<file path="src/rtl/bdu_pkg.sv">
// Shared constants and FSM state type for the bit-serial distance path.
package bdu_pkg;

    localparam int B = 32;

    localparam logic [1:0] CODE_X = 2'b01;
    localparam logic [1:0] CODE_Y = 2'b10;
    localparam logic [1:0] CODE_Z = 2'b11;

    typedef enum logic [1:0] {
        IDLE      = 2'd0,
        STREAM    = 2'd1,
        WAIT_DONE = 2'd2
    } state_t;

endpackage

</file>
<file path="src/rtl/bser_bit_select.sv">
// Maps stream index k to (plane p, dimension d) and selects the matching
// coordinate bits, MSB plane first, interleaving x/y/z within each plane.
module bser_bit_select #(
    parameter int B  = 32,
    parameter int KW = $clog2(3*B+1),
    parameter int BW = $clog2(B)
) (
    input  logic          en,
    input  logic [KW-1:0] k,
    input  logic [B-1:0]  q_x,
    input  logic [B-1:0]  q_y,
    input  logic [B-1:0]  q_z,
    input  logic [B-1:0]  r_x,
    input  logic [B-1:0]  r_y,
    input  logic [B-1:0]  r_z,
    output logic          q_bit,
    output logic          r_bit,
    output logic [1:0]    code,
    output logic [BW-1:0] b
);
    import bdu_pkg::*;

    logic [KW-1:0] p;
    logic [KW-1:0] d;
    logic [BW-1:0] idx;

    always_comb begin
        p     = k / KW'(3);
        d     = k - p * KW'(3);
        idx   = BW'(B - 1) - p[BW-1:0];
        q_bit = 1'b0;
        r_bit = 1'b0;
        code  = 2'b00;
        b     = '0;
        if (en) begin
            // b counts planes from 1; the LSB plane (b=B) wraps to 0
            b = p[BW-1:0] + BW'(1);
            case (d)
                KW'(0): begin
                    code  = CODE_X;
                    q_bit = q_x[idx];
                    r_bit = r_x[idx];
                end
                KW'(1): begin
                    code  = CODE_Y;
                    q_bit = q_y[idx];
                    r_bit = r_y[idx];
                end
                default: begin
                    code  = CODE_Z;
                    q_bit = q_z[idx];
                    r_bit = r_z[idx];
                end
            endcase
        end
    end

endmodule

</file>
<file path="src/rtl/point_serializer.sv">
// Loads a query/reference point pair and streams their bits to the distance
// unit, then reports selected/pruned. Optional stall input: BSER_STALL_EN.
module point_serializer #(
    parameter int B = 32
) (
    input  logic                 clk,
    input  logic                 rst,
    input  logic                 in_valid,
    output logic                 in_ready,
    input  logic [B-1:0]         q_x,
    input  logic [B-1:0]         q_y,
    input  logic [B-1:0]         q_z,
    input  logic [B-1:0]         r_x,
    input  logic [B-1:0]         r_y,
    input  logic [B-1:0]         r_z,
    output logic                 valid,
    output logic                 q_bit,
    output logic                 r_bit,
    output logic [1:0]           code,
    output logic [$clog2(B)-1:0] b,
    input  logic                 terminate,
    input  logic                 done,
`ifdef BSER_STALL_EN
    input  logic                 stall,
`endif
    output logic                 ref_selected,
    output logic                 ref_pruned,
    output logic                 busy
);
    import bdu_pkg::*;

    localparam int KW   = $clog2(3*B+1);
    localparam int LAST = 3*B - 1;

    state_t          state_q, state_d;
    logic [KW-1:0]   cnt_q, cnt_d;
    logic [6*B-1:0]  pt_q, pt_d;
    logic            sel_q, sel_d;
    logic            pruned_q, pruned_d;
    logic            stall_w;

`ifdef BSER_STALL_EN
    assign stall_w = stall;
`else
    assign stall_w = 1'b0;
`endif

    always_ff @(posedge clk) begin
        if (!rst) begin
            state_q  <= IDLE;
            cnt_q    <= '0;
            pt_q     <= '0;
            sel_q    <= 1'b0;
            pruned_q <= 1'b0;
        end else begin
            state_q  <= state_d;
            cnt_q    <= cnt_d;
            pt_q     <= pt_d;
            sel_q    <= sel_d;
            pruned_q <= pruned_d;
        end
    end

    always_comb begin
        state_d  = state_q;
        cnt_d    = cnt_q;
        pt_d     = pt_q;
        sel_d    = 1'b0;
        pruned_d = 1'b0;
        case (state_q)
            IDLE: begin
                if (in_valid) begin
                    pt_d    = {r_z, r_y, r_x, q_z, q_y, q_x};
                    cnt_d   = '0;
                    state_d = STREAM;
                end
            end
            STREAM: begin
                if (terminate) begin
                    pruned_d = 1'b1;
                    state_d  = IDLE;
                end else if (!stall_w) begin
                    // counter parks on the last index so it never wraps
                    if (cnt_q == KW'(LAST)) state_d = WAIT_DONE;
                    else                    cnt_d   = cnt_q + KW'(1);
                end
            end
            WAIT_DONE: begin
                if (terminate) begin
                    pruned_d = 1'b1;
                    state_d  = IDLE;
                end else if (!stall_w && done) begin
                    sel_d   = 1'b1;
                    state_d = IDLE;
                end
            end
            default: state_d = IDLE;
        endcase
    end

    assign in_ready     = (state_q == IDLE);
    assign busy         = (state_q != IDLE);
    assign valid        = (state_q == STREAM) && !stall_w;
    assign ref_selected = sel_q;
    assign ref_pruned   = pruned_q;

    bser_bit_select #(.B(B), .KW(KW), .BW($clog2(B))) u_bit_select (
        .en    (valid),
        .k     (cnt_q),
        .q_x   (pt_q[0*B +: B]),
        .q_y   (pt_q[1*B +: B]),
        .q_z   (pt_q[2*B +: B]),
        .r_x   (pt_q[3*B +: B]),
        .r_y   (pt_q[4*B +: B]),
        .r_z   (pt_q[5*B +: B]),
        .q_bit (q_bit),
        .r_bit (r_bit),
        .code  (code),
        .b     (b)
    );

endmodule

</file>
<file path="config.mk">
export PLATFORM = sky130hd
export DESIGN_NAME = point_serializer
export DESIGN_NICKNAME = d
export VERILOG_FILES = /design/src/rtl/bdu_pkg.sv /design/src/rtl/bser_bit_select.sv /design/src/rtl/point_serializer.sv
export SDC_FILE = /design/constraint.sdc
export NUM_CORES = 1
export LEC_CHECK = 0
export ABC_AREA = 1
export BUFFER_PORTS_ARGS = -buffer_cell sky130_fd_sc_hd__buf_2
export CAP_MARGIN = 40
export CORE_ASPECT_RATIO = 1.2
export CORE_MARGIN = 4
export CORE_UTILIZATION = 45
export DETAILED_ROUTE_END_ITERATION = 10
export HOLD_SLACK_MARGIN = 0.06
export PLACE_DENSITY = 0.68
export SLEW_MARGIN = 20
export SYNTH_ARGS = -nofsm -noshare
export SYNTH_HDL_FRONTEND = slang
export SYNTH_HIERARCHICAL = 1
export SYNTH_SLANG_ARGS = --single-unit
</file>
<file path="constraint.sdc">
create_clock -name clk -period 7.22 [get_ports clk]
set_input_delay 0 -clock clk [delete_from_list [all_inputs] [get_ports clk]]
set_output_delay 0 -clock clk [all_outputs]
set_load 0.01 [all_outputs]
</file>
==> results of run 1 <==
how the worst max path moves through the flow:
stage | from | to | slack [ns] | cells past startpoint
3_5_place_dp | cnt_q[5] | r_bit | 1.40 | 31
3_3_place_gp | cnt_q[5] | r_bit | 1.71 | 31
4_1_cts | cnt_q[5] | r_bit | 0.91 | 31
5_1_grt | cnt_q[5] | r_bit | 0.48 | 31
2_1_floorplan | cnt_q[5] | q_bit | 2.79 | 30
6_report | cnt_q[5] | r_bit | 1.10 | 31
cell families after synthesis:
family / count (synthesis) / synth area share
flops: 203 / 0.408
buf+inv: 149 / 0.0736
simple gates: 813 / 0.335
compound gates: 289 / 0.148
fa+ha+maj: 21 / 0.0301
xor+xnor: 7 / 0.00615
layout make-up:
class                      instances  share of cell area
multi-input combinational       1130               0.376
clock inverter                     5             0.00543
sequential                       203               0.294
timing repair buffer             435               0.242
inverter                          47              0.0133
clock buffer                      30              0.0441
tap                              274              0.0248
antenna                            1            0.000181
tightest hold or removal path, stage by stage:
cell and delay [ns]:
buf_4 0.28, o21ai_0 0.17, nor2_1 0.05
cells in the final DEF (no fill, tap or decap), types with 4 or more instances in the layout:
cell type      netlist  routed
xor2_1               4       4
o21ai_1            182     182
buf_2               29     209
a21oi_1             76      76
inv_1               40      40
nand2_1            220     219
o21ai_0             23      22
dlygate4sd3_1        0     208
ha_1                16      16
clkbuf_1            35       4
clkbuf_16            0      21
buf_4               28      11
fa_1                 5       5
nand3_1            158     158
dfxtp_1            203     203
nor2_1             418     417
nand4_1              7       7
clkbuf_8             0       5
power groups by stage:
stage	clock network, W	registers (W)	logic (W)
floorplan	0	0.00135	0.000904
global placement	0	0.00136	0.00115
detailed placement	0	0.00136	0.00119
CTS	0.00111	0.00134	0.00128
global route	0.00116	0.00136	0.00147
finish	0.00109	0.00134	0.00131
synth_stat cells (all sizes together):
cell type / number / share of area
a21oi: 76 / 0.038
xor2: 4 / 0.0035
inv: 44 / 0.017
nor2: 419 / 0.16
or2: 1 / 0.00063
nand2: 222 / 0.085
buf: 67 / 0.042
nand4: 7 / 0.0044
nand3: 161 / 0.085
ha: 16 / 0.020
o21bai: 2 / 0.0015
o211ai: 1 / 0.0013
o21ai: 207 / 0.10
fa: 5 / 0.010
dfxtp: 203 / 0.41
clkbuf: 35 / 0.013
clkinv: 3 / 0.0011
nand3b: 1 / 0.00075
o21a: 3 / 0.0023
xnor2: 3 / 0.0026
nor3: 2 / 0.0010
per-stage QoR:
stage,util,power (W),instance area [µm²],instances,setup slack [ns]
2_1_floorplan,-,0.00225,9970,1482,2.79
3_3_place_gp,0.502,0.00251,10900,1875,1.71
3_5_place_dp,0.505,0.00255,11000,1878,1.40
4_1_cts,0.632,0.00373,13800,2121,0.905
5_1_grt,0.635,0.00399,13800,2124,0.485
6_report,0.635,0.00374,13800,2125,1.10
layer usage:
metal / vias up / GRT usage / part of all wire
met5: - / 0 / 0
li1: 5552 / - / -
met2: 358 / 0.452 / 0.49
met3: 80 / 0.0291 / 0.050
met1: 4926 / 0.313 / 0.43
met4: 0 / 0.0835 / 0.032
registers in the layout, summed over array words and instances (netlist names):
signal,count
cnt_q,7
ref_selected,1
state_q,2
ref_pruned,1
pt_q,192
==> impl_results.md, run 1 <==
- Setup TNS Final: 0 ns
- Starting Density: 0.458
- Critical Path Start Type: register
- Worst-Margin Slew: roughly 0.85 ns
- P&R area growth vs syn: 38.8%
- Leak Pwr: 6.10 nW
- Synth warn: 6
- Antenna violations before repair: 0
- CP delay by family, top: simple AND/OR/NAND/NOR gates
- FF-to-FF setup slack: 4.32 ns
- Sw frac: 0.353
- Type of the tightest min-delay check: input pin to register
- Flop pwr share: 0.359
- Pwr/cell area: roughly 270 nW/µm²
- Crit Reg-Reg Startpoint: state_q[0]
- Rel. slew slack: 0.436
- Total grt overflow: 0
- Internal Pwr Total: between 0.002 and 0.0025 W
- Reg-to-Reg End: pt_q[174]
- Slowest stage delay, CP: 0.55 ns
- Number of buffers and inverters on the critical path: 5
- Clk sink count: roughly 200
- Port Buffers: 210
- First-pass GRT wire length: around 50000 µm
- Pre-antenna DRT Iters: 8
- Die outline width: ~140 µm
- ANT nets after route: 0
- Fmax: approximately 0.16 GHz
- Arr. time, crit path: 6.12 ns
- Largest net degree at the start of global routing: 119
- Avg Vias per Cell: 5.14
- # resized after CTS: 0
- Per-cell routed wire length: 14.9 µm
- Overall routed net length: 31800 µm
- CTS max path bufs: 3
- R2R cell count: 7
- P_sw: 0.00132 W
- RSZ-0062 raised after global routing: no
- Endpoints failing setup: 0
- Clk_skew: 0.00958 ns
- Crit path kind: register to output port
- Register area share after synthesis: 0.408
- Hold Crit Endpoint: pt_q[170]
- Post-Syn Area: 9970 µm²
- Clk Latency, worst-skew pair: 0.49 ns
- Synth Register Bits: 203
- CTS buffer count: 21
- Worst Path Required: between 7 and 8 ns
- Hold Startpoint: rst
- DP HPWL: approximately 19000 µm
- Clock power share: 0.291
- Post-CTS Setup Bufs: 0
- CTS tree: built
- Synthesized instance count: 1482
- Hold-fix buffers at CTS: between 200 and 250
- RD Place Congestion: 0.829
- Fillers: 1922
- Crit share post-route: 0.848
- Tmin final: a little over 6 ns
- Comb power frac: 0.350
- Worst Hold Depth: 3
- Syn Area/Cell: 6.73 µm²
- Maxcap violations: 0
- Final nets: 2056
- Netlist cell types: 32
- Via count: 10900
- GRT Total Usage: 0.252
- CTS root buf: clkbuf_16
- Multi-input logic area: 5200 µm²
- # rows: just under 60
- Hold Fails Final Rpt: 0
- Syn_nets: 1700
- Critical path peak fanout: 25
- Vias in the first global route: between 10000 and 15000
- WHS: around 0.064 ns
- DR iter-0 viols: 673
- Fraction of layout cells with a size suffix above 1: 0.149
- Sequential cell area: around 4100 µm²
- Die height: 171 µm
- Worst VDD drop: 0.000185 V
- CTS H-tree lvls: 1
- Total die area: 24600 µm²
- Final slew viol count: 0
- Slowest-stage cell, CP: dfxtp_1
- Drt drc: 0
- Run status: completed
- Core area: roughly 22000 µm²
- IO Pins: between 200 and 250
- Clk slew on worst S/H paths: 0.06 ns
- Crit path capture type: output port
Note: power is estimated with default switching activity, not from simulation.
==> inputs of run 2 (changes only) <==
clock period = 5.9 ns   (was 7.22 ns; I/O delays follow)
==> run 2 against run 1 <==
  * Critical path depth unchanged
  * Combinational power increased by 27%
  * Power increased by 25%
  * Global-route usage increased by 1.2 points
  * Flip-flop and latch count unchanged
  * Non-clock buffer count increased by 33
==> impl_results.md, run 2 (synthesis results as in run 1) <==
- Endpoints failing setup: 0 (unchanged)
- Sw frac: 0.357 (+0.00392)
- Total die area: 24600 µm² (unchanged)
- GRT Total Usage: 0.264 (+0.0120)
- Clk Latency, worst-skew pair: 0.50 ns (about the same)
- Largest net degree at the start of global routing: 96 (-19%)
- Crit Reg-Reg Startpoint: state_q[0]
- Critical Path Start: cnt_q[5]
- Clock power share: 0.291 (about the same)
- Avg Vias per Cell: 5.18 (+0.78%)
- DR iter-0 viols: 798 (+19%)
- Slowest-stage cell, CP: dfxtp_2
- Final nets: 2091 (+1.7%)
- Most frequent cells in the layout: nor2_1 (417), dlygate4sd3_1 (240), nand2_1 (219)
- First-pass GRT wire length: 53000 µm (+3.5%)
- # diodes: 0 (-1)
- Pre-antenna DRT Iters: 5 (-3)
- RD Place Congestion: 0.824 (-0.55%)
- Via count: 11200 (+2.5%)
- Design Power: 0.00467 W (+25%)
- Crit path capture type: output port
- Clk sink count: 203 (unchanged)
- P&R area growth vs syn: 42.5%
- Starting Density: 0.458 (unchanged)
- Comb power frac: 0.357 (+0.007)
- Type of the tightest min-delay check: input pin to register
- Rel. slew slack: 0.482 (+0.0460)
- P_sw: 0.00166 W (+26%)
- CTS max path bufs: 3 (unchanged)
- Final slew viol count: 0 (unchanged)
- Run status: completed
- Slowest stage delay, CP: 0.43 ns (-0.12 ns)
- CTS buffer count: 22 (+4.8%)
- CTS H-tree lvls: 1 (unchanged)
- Clk slew on worst S/H paths: 0.06 ns (about the same)
- # rows: 59 (unchanged)
- Flop pwr share: 0.352 (-0.007)
- Arr. time, crit path: 5.38 ns (-0.74 ns)
- Overall routed net length: 33400 µm (+5.3%)
- Clk_skew: 0.00836 ns (-0.00122 ns)
- Hold Fails Final Rpt: 0 (unchanged)
- Die outline width: 144 µm (unchanged)
- Port Buffers: 210 (unchanged)
- CTS tree: built
- Antenna violations before repair: 0 (unchanged)
- Post-DP Area: 11000 µm² (+0.35%)
- Worst VDD drop: 0.000214 V (+16%)
- DP HPWL: 19300 µm (+0.86%)
- Commonest non-fill, non-tap cell in the layout: nor2_1
- Die height: 171 µm (unchanged)
- Maxcap violations: 0 (unchanged)
- Crit path kind: register to output port
- Max reg flops: 192 (unchanged)
- IO Pins: 211 (unchanged)
- Internal Pwr Total: 0.00300 W (+24%)
- Worst Path Required: 5.90 ns (-1.32 ns)
- Fmax: 0.186 GHz
- Worst-Margin Slew: 0.777 ns (-0.0689 ns)
- Largest register by flop count: pt_q
- Hold Startpoint: rst
- Number of buffers and inverters on the critical path: 5 (unchanged)
- ANT nets after route: 0 (unchanged)
- Fraction of layout cells with a size suffix above 1: 0.151 (+0.00238)
- CP delay by family, top: simple AND/OR/NAND/NOR gates
- Critical path peak fanout: 10 (-60%)
- Crit share post-route: 0.911
- CTS root buf: clkbuf_16
- Largest regs: pt_q: 192 flops, cnt_q: 7 flops, state_q: 2 flops
- Vias in the first global route: 11000 (+2.1%)
- Final instance area: 14200 µm² (+2.7%)
- Core area: 21800 µm² (unchanged)
- Fillers: 1774 (-7.7%)
- Total grt overflow: 0 (unchanged)
- Pwr/cell area: 329 nW/µm² (+22%)
- Per-cell routed wire length: 15.5 µm (+3.5%)
- Drt drc: 0 (unchanged)
- Tmin final: ~5.4 ns
- Critical Path Start Type: register
- Leak Pwr: 6.24 nW (+2.4%)
[run 2: cell count changes in the layout (fill, tap and decap cells not counted), sizes merged]
cell,delta
dlygate4sd3,+32
clkinv,+3
buf,+1
bufinv,-1
clkbuf,+1
diode,-1
nand3,+1
[run 2: tightest hold or removal path, cell delays in order]
cell and delay (ns):
buf_4 0.28, o21ai_1 0.18, nor2_1 0.05
[run 2: area by class of cell]
| class | count | area, µm² | area share |
|---|---|---|---|
| multi-input cells | 1131 | 5230 | 0.368 |
| flip-flops and latches | 203 | 4070 | 0.286 |
| repair buffers | 468 | 3670 | 0.258 |
| inverters | 47 | 184 | 0.0129 |
| clock buffers | 31 | 656 | 0.0461 |
| well taps | 274 | 343 | 0.0241 |
| clock inverters | 7 | 60.1 | 0.00423 |
[run 2: timing repair]
item / CTS / global route
endpoints found under the setup margin: 0 / 4
endpoints found under the hold margin: 196 / 0
buffers inserted: 0 / 1
hold buffers: 240 / 0
resized for setup: 0 / 5
[run 2: per-layer routing]
layer | up-vias | wire [µm] | GRT usage
met5 | - | 0 | 0
met4 | 0 | 1380 | 0.114
met3 | 106 | 1910 | 0.0403
met2 | 399 | 16300 | 0.459
met1 | 5066 | 13800 | 0.323
li1 | 5616 | - | -
[run 2: final timing paths]
path	endpoint	slack [ns]	depth (start not counted)
setup / recovery	r_bit	0.52	31
hold / removal	pt_q[106]	0.08	3
setup reg to reg	pt_q[176]	2.91	7
hold reg to reg	pt_q[180]	0.48	2
[run 2: through the flow]
| step | instances | util | TNS (ns) | setup WS [ns] | hold WS [ns] |
|---|---|---|---|---|---|
| floorplan | 1482 | - | 0 | 1.47 | 0.114 |
| global placement | 1876 | 0.502 | 0 | 0.889 | 0.237 |
| detailed placement | 1880 | 0.507 | 0 | 0.627 | 0.241 |
| CTS | 2158 | 0.650 | 0 | 0.0871 | 0.0608 |
| global route | 2161 | 0.652 | -0.0145 | -0.0145 | 0.105 |
| finish | 2161 | 0.652 | 0 | 0.523 | 0.0779 |
[run 2: power by group through the flow]
stage / clock (W) / combinational [W] / sequential [W]
after global placement: 0 / 0.00143 / 0.00166
final: 0.00136 / 0.00167 / 0.00164
after detailed placement: 0 / 0.00148 / 0.00167
after global routing: 0.00144 / 0.00186 / 0.00166
after CTS: 0.00138 / 0.00162 / 0.00164
after floorplan: 0 / 0.00111 / 0.00165
